===== src/rtl/bus_sched_pkg.sv =====
// Shared state encoding, field widths and destination decode for bus_rr_scheduler.
package bus_sched_pkg;

  typedef enum logic [1:0] {
    IDLE    = 2'd0,
    GRANT   = 2'd1,
    DELIVER = 2'd2
  } state_t;

  localparam int DEST_W    = 8;
  localparam int PKT_MAX_W = 256;

  // Callers zero-extend the packet to PKT_MAX_W; pkt_w is the real packet width.
  function automatic logic [DEST_W-1:0] dest_of(input logic [PKT_MAX_W-1:0] pkt,
                                                 input int                   pkt_w);
    logic [PKT_MAX_W-1:0] shifted;
    shifted = pkt >> (pkt_w - DEST_W);
    return shifted[DEST_W-1:0];
  endfunction

endpackage


===== src/rtl/rr_picker.sv =====
// Combinational round-robin search: first set req bit strictly after ptr, wrapping.
module rr_picker #(
  parameter int N = 4
) (
  input  logic [N-1:0] req,
  input  logic [3:0]   ptr,
  output logic         vld,
  output logic [3:0]   idx
);

  // Descending scans let the lowest matching index win; the second scan
  // (indices above ptr) overrides the wrapped-around candidates.
  always_comb begin
    vld = |req;
    idx = '0;
    for (int i = N - 1; i >= 0; i--) begin
      if (req[i] && (i <= int'(ptr))) idx = 4'(i);
    end
    for (int i = N - 1; i >= 0; i--) begin
      if (req[i] && (i > int'(ptr))) idx = 4'(i);
    end
  end

endmodule


===== src/rtl/bus_rr_scheduler.sv =====
// Round-robin scheduler/router: pops one device FIFO every 3 cycles and pushes the packet to its destination(s).
// Optional BUS_SCHED_STATS_EN adds saturating delivered/dropped packet counters.
module bus_rr_scheduler
  import bus_sched_pkg::*;
#(
  parameter int          drvrs     = 4,
  parameter int          pckg_sz   = 16,
  parameter logic [7:0]  broadcast = 8'hFF
) (
  input  logic                     clk,
  input  logic                     reset,
  input  logic [drvrs-1:0]         pndng,
  input  logic [drvrs*pckg_sz-1:0] D_pop,
  output logic [drvrs-1:0]         pop,
  output logic [drvrs-1:0]         push,
  output logic [pckg_sz-1:0]       D_push,
  output logic [3:0]               grant_id,
  output logic                     busy
`ifdef BUS_SCHED_STATS_EN
  ,
  output logic [15:0]              pkt_cnt,
  output logic [15:0]              drop_cnt
`endif
);

  state_t               state, state_nxt;
  logic [3:0]           gnt;
  logic [3:0]           rr_ptr;
  logic [pckg_sz-1:0]   pkt_reg;
  logic [pckg_sz-1:0]   head;
  logic [DEST_W-1:0]    dest;
  logic [PKT_MAX_W-1:0] head_ext;
  logic [drvrs-1:0]     push_dec;
  logic [drvrs-1:0]     pop_nxt;
  logic [drvrs-1:0]     push_nxt;
  logic                 ld_gnt;
  logic                 ld_pkt;
  logic                 pick_vld;
  logic [3:0]           pick_idx;

  rr_picker #(.N(drvrs)) u_picker (
    .req (pndng),
    .ptr (rr_ptr),
    .vld (pick_vld),
    .idx (pick_idx)
  );

  always_ff @(posedge clk or negedge reset) begin
    if (!reset) state <= IDLE;
    else        state <= state_nxt;
  end

  always_comb begin
    state_nxt = state;
    case (state)
      IDLE:    if (pick_vld) state_nxt = GRANT;
      GRANT:   state_nxt = DELIVER;
      DELIVER: state_nxt = IDLE;
      default: state_nxt = IDLE;
    endcase
  end

  always_comb begin
    pop_nxt  = '0;
    push_nxt = '0;
    ld_gnt   = 1'b0;
    ld_pkt   = 1'b0;
    case (state)
      IDLE: begin
        if (pick_vld) begin
          ld_gnt = 1'b1;
          for (int i = 0; i < drvrs; i++) pop_nxt[i] = (pick_idx == 4'(i));
        end
      end
      GRANT: begin
        ld_pkt   = 1'b1;
        push_nxt = push_dec;
      end
      default: ;
    endcase
  end

  always_comb begin
    head = '0;
    for (int i = 0; i < drvrs; i++) begin
      if (gnt == 4'(i)) head = D_pop[i*pckg_sz +: pckg_sz];
    end
  end

  always_comb begin
    head_ext                = '0;
    head_ext[pckg_sz-1:0]   = head;
  end

  assign dest = dest_of(head_ext, pckg_sz);

  // Out-of-range and self-addressed destinations match no bit and are dropped.
  always_comb begin
    push_dec = '0;
    for (int i = 0; i < drvrs; i++) begin
      if (dest == broadcast) push_dec[i] = (gnt != 4'(i));
      else                   push_dec[i] = (dest == DEST_W'(i)) && (gnt != 4'(i));
    end
  end

  always_ff @(posedge clk or negedge reset) begin
    if (!reset) begin
      pop      <= '0;
      push     <= '0;
      gnt      <= '0;
      rr_ptr   <= 4'(drvrs - 1);
      grant_id <= '0;
      pkt_reg  <= '0;
    end else begin
      pop  <= pop_nxt;
      push <= push_nxt;
      if (ld_gnt) gnt <= pick_idx;
      if (ld_pkt) begin
        pkt_reg  <= head;
        rr_ptr   <= gnt;
        grant_id <= gnt;
      end
    end
  end

  assign D_push = pkt_reg;
  assign busy   = (state != IDLE);

`ifdef BUS_SCHED_STATS_EN
  always_ff @(posedge clk or negedge reset) begin
    if (!reset) begin
      pkt_cnt  <= '0;
      drop_cnt <= '0;
    end else if (state == DELIVER) begin
      if (|push) begin
        if (pkt_cnt != 16'hFFFF) pkt_cnt <= pkt_cnt + 16'd1;
      end else begin
        if (drop_cnt != 16'hFFFF) drop_cnt <= drop_cnt + 16'd1;
      end
    end
  end
`endif

endmodule


===== config.mk =====
export PLATFORM = sky130hd
export DESIGN_NAME = bus_rr_scheduler
export DESIGN_NICKNAME = d
export VERILOG_FILES = /design/src/rtl/bus_sched_pkg.sv /design/src/rtl/rr_picker.sv /design/src/rtl/bus_rr_scheduler.sv
export SDC_FILE = /design/constraint.sdc
export NUM_CORES = 1
export LEC_CHECK = 0
export BUFFER_PORTS_ARGS = -buffer_cell sky130_fd_sc_hd__buf_2
export CORE_MARGIN = 3
export CORE_UTILIZATION = 42
export DETAILED_ROUTE_END_ITERATION = 8
export PLACE_DENSITY = 0.77
export SLEW_MARGIN = 20
export SYNTH_ARGS = -nofsm -noshare
export SYNTH_HDL_FRONTEND = slang
export SYNTH_HIERARCHICAL = 1
export SYNTH_SLANG_ARGS = --single-unit

===== constraint.sdc =====
create_clock -name clk -period 1.8 [get_ports clk]
set_clock_uncertainty 0.05 [all_clocks]
set_input_delay 0.36 -clock clk [delete_from_list [all_inputs] [get_ports clk]]
set_output_delay 0.36 -clock clk [all_outputs]
set_load 0.005 [all_outputs]

==> parameters.txt <==
Parameter                              Value

Logic synthesis
  EDFF count, synth ... 0
  Cell type contributing the most total cell area after synthesis ... sky130_fd_sc_hd__dfrtp_1
  Cell area after technology mapping ... 0.002039 mm²
  Leading post-synthesis cells by cell area ... sky130_fd_sc_hd__dfrtp_1, sky130_fd_sc_hd__mux4_1, sky130_fd_sc_hd__nand2_1
  Share of Yosys cell area claimed by the top area cell type ... 0.4172
  Async set-reset flop share out of synthesis ... 1.000
  Yosys warning count ... 6
  Yosys cell types ... 38
  Number of register bits inferred by synthesis ... 36
  Avg Inst Size Synth ... 11.46 µm²
  Cell count after synthesis ... 178
  Sequential fraction of the synthesis area ... 0.4429
  Leading register cell type out of synthesis ... sky130_fd_sc_hd__dfrtp_1

Clock tree
  Hold-fix buffers, CTS ... 0
  H-tree lvl count ... 2
  Deepest clock path buffer count ... 2
  Number of buffers created by CTS ... 5
  Clock tree sinks ... 36
  Clock tree from TritonCTS ... done
  Source-to-sink clock delay at the later pin of the worst-skew pair ... 290 ps
  CTS Root Cell ... sky130_fd_sc_hd__clkbuf_8
  Post-CTS clock slew at the launch and capture registers of the worst setup and hold paths ... 70 ps

Final layout
  Area added between synthesis and finish ... 37.18%
  Area taken by flip-flops and latches ... 904.6 µm²
  Share of final-layout standard cells stronger than drive strength 1 ... 0.5379
  Most common library cell in the layout ignoring fill and taps ... sky130_fd_sc_hd__buf_2
  Multi-input logic area ... 0.001044 mm²
  Antenna cells ... 0
  Fill cell count ... 377
  Final Instance Area ... 0.002798 mm²
  Utilization after layout ... 0.6170
  Top library cells by usage in the layout, fill and taps aside ... sky130_fd_sc_hd__buf_2, sky130_fd_sc_hd__nand2_1, sky130_fd_sc_hd__dfrtp_1
  Net total in the final layout ... 360

Worst setup path
  Endpoint kind of the worst setup timing path ... flop
  List of cells traversed by the critical path ... buf_12 -> mux4_2 -> o21ai_2 -> and4_4 -> nand3_2 -> a21oi_2
  Crit Path Class ... flop to flop
  Worst endpoint data arrival time ... 2030 ps
  Max Fanout on Critical Path ... 8
  Largest stage delay, worst path ... 520 ps
  Critical path launch point type ... flop
  Standard cell with the maximum stage delay on the critical path ... sky130_fd_sc_hd__mux4_2
  Depth of the worst register-to-register path ... 6
  Required time of the critical path ... 1980 ps

Floorplanning
  Number of ports placed on the die boundary ... 99
  Overall die height ... 75.69 µm
  Area enclosed by the die boundary ... 0.005728 mm²
  Width of the chip ... 75.69 µm
  Initial standard-cell utilization of the core ... 0.4498
  Core area ... 0.004534 mm²
  Num rows ... 24

Placement
  Routability congestion estimate from global placement ... 0.8311
  Half-perimeter wire length of the detailed placement result ... 4.141 mm
  I/O Buffers ... 98
  Post-placement worst setup slack ... -177.6 ps
  Cell Area, Placed ... 0.002676 mm²

Timing
  Worst setup slack after layout ... -52.29 ps
  Count of endpoints failing hold in the final timing report ... 0
  Setup violations, final ... 4
  Slew of the pin with the lowest slew margin ... 518.4 ps
  Shortest period the worst path allows ... 1852 ps
  RSZ-0062 raised after global routing ... true
  Crit share post-route ... 1.029
  Max-slew violation count ... 0
  Slew headroom ... 0.6512
  Max frequency ... 539.9 MHz
  Smallest hold slack ... 39.48 ps

Routing
  Final WL ... 5.274 mm
  Remaining design rule violation count ... 0
  1st-iter DRT viols ... 64
  Drt via density ... 5.023
  Detailed-route via count ... 1783
  Count of nets left with antenna violations after detail routing ... 0
  First-pass iteration count of the detailed router ... 4
  DR WL/cell ... 14.86 µm

Global routing
  Remaining Overflow, GRT ... 0
  Overall track demand over capacity in global routing ... 0.1844
  Maximum number of pins on one net before global-route repair ... 37
  Vias in the first global route ... 1707
  Initial antenna violation count ... 0
  First-pass GRT wire length ... 7.900 mm

Worst hold path
  HP Class ... input pin to async pin

Power and ir drop
  Worst voltage drop across the vdd grid ... 0.0005161 V
  Power per Cell Area ... 1477 mW/mm²
  Static leakage ... 1.478 nW

Outcome
  Failing checks ... negative setup slack
  Outcome ... finished with violations

Run
  Reported max-cap violation count ... 0
-- state kept, by name, indices dropped and copies added (netlist names) --
signal	cells
rr_ptr	2
gnt	4
D_push	16
state	2
grant_id	4
pop	4
push	4
-- metal layers --
layer,share of wire,global-route usage
met3,0.069,0.05409
met5,0,0
met1,0.44,0.2577
met4,0.017,0.06019
met2,0.47,0.2771
-- per-stage QoR --
stage                     power, mW  std cells  setup TNS (ps)
after global routing          4.443        355          -548.0
after CTS                     4.085        356          -174.9
after floorplan               2.666        179               0
final                         4.133        355          -104.4
after detailed placement      3.387        347          -628.2
after global placement        3.327        347          -386.7
-- where the power goes --
part | switching (mW) | internal (mW)
clock network | 0.274 | 0.340
registers | 0.226 | 1.11
logic | 1.01 | 1.18
total | 1.51 | 2.63
-- critical path, delay by kind of cell (launching register included) --
kind,cells,cell delay [ps]
mux,1,520
compound gates,2,250
flops,1,480
simple gates,2,330
buf+inv,1,150
-- path summary, 6_finish.rpt --
check	startpoint	end	slack, ps
max in group asynchronous	reset	rr_ptr[1]$_DFFE_PN1P_	1320
setup / recovery	gnt[0]$_DFFE_PN0P_	push[0]$_DFF_PN0_	-50
hold reg to reg	D_push[13]$_DFFE_PN0P_	D_push[13]$_DFFE_PN0P_	420
setup reg to reg	gnt[0]$_DFFE_PN0P_	push[0]$_DFF_PN0_	-50
min in group clk	D_push[13]$_DFFE_PN0P_	D_push[13]$_DFFE_PN0P_	420
hold / removal	reset	push[0]$_DFF_PN0_	40
-- Yosys cell counts, types with 2 or more instances --
| cell type | count |
|---|---|
| sky130_fd_sc_hd__a22o_1 | 8 |
| sky130_fd_sc_hd__buf_4 | 4 |
| sky130_fd_sc_hd__nor3_1 | 3 |
| sky130_fd_sc_hd__mux4_1 | 12 |
| sky130_fd_sc_hd__nand3_1 | 9 |
| sky130_fd_sc_hd__mux2i_1 | 2 |
| sky130_fd_sc_hd__buf_2 | 2 |
| sky130_fd_sc_hd__nor2_1 | 10 |
| sky130_fd_sc_hd__mux2_2 | 5 |
| sky130_fd_sc_hd__dfstp_2 | 2 |
| sky130_fd_sc_hd__nand2b_1 | 3 |
| sky130_fd_sc_hd__mux4_2 | 5 |
| sky130_fd_sc_hd__inv_1 | 4 |
| sky130_fd_sc_hd__o21ai_0 | 8 |
| sky130_fd_sc_hd__buf_1 | 2 |
| sky130_fd_sc_hd__dfrtp_1 | 34 |
| sky130_fd_sc_hd__nand2_1 | 40 |
| sky130_fd_sc_hd__a21oi_1 | 2 |
| sky130_fd_sc_hd__clkbuf_1 | 4 |
-- repair_timing --
item	4_1_cts	5_1_grt
cloned	0	0
setup buffers	2	0
endpoints found under the setup margin	4	12
pin swaps	3	2
hold endpoints to repair	0	0
gates resized for setup	7	9
-- cell type report --
type | instances | area share
clock buffer | 7 | 0.03444
inverter | 5 | 0.006708
multi-input combinational | 124 | 0.3730
sequential | 36 | 0.3233
tap | 65 | 0.02907
timing repair buffer | 118 | 0.2335
-- kinds of logic after synthesis --
| logic type | after synthesis | synth area share |
|---|---|---|
| DFF | 36 | 0.4429 |
| and+or+nand+nor | 75 | 0.1761 |
| muxes | 24 | 0.2472 |
| AOI/OAI and AO/OA | 23 | 0.07669 |
| buffers and inverters | 19 | 0.05521 |
| other | 1 | 0.001839 |
(Power assumes the default switching activity.)
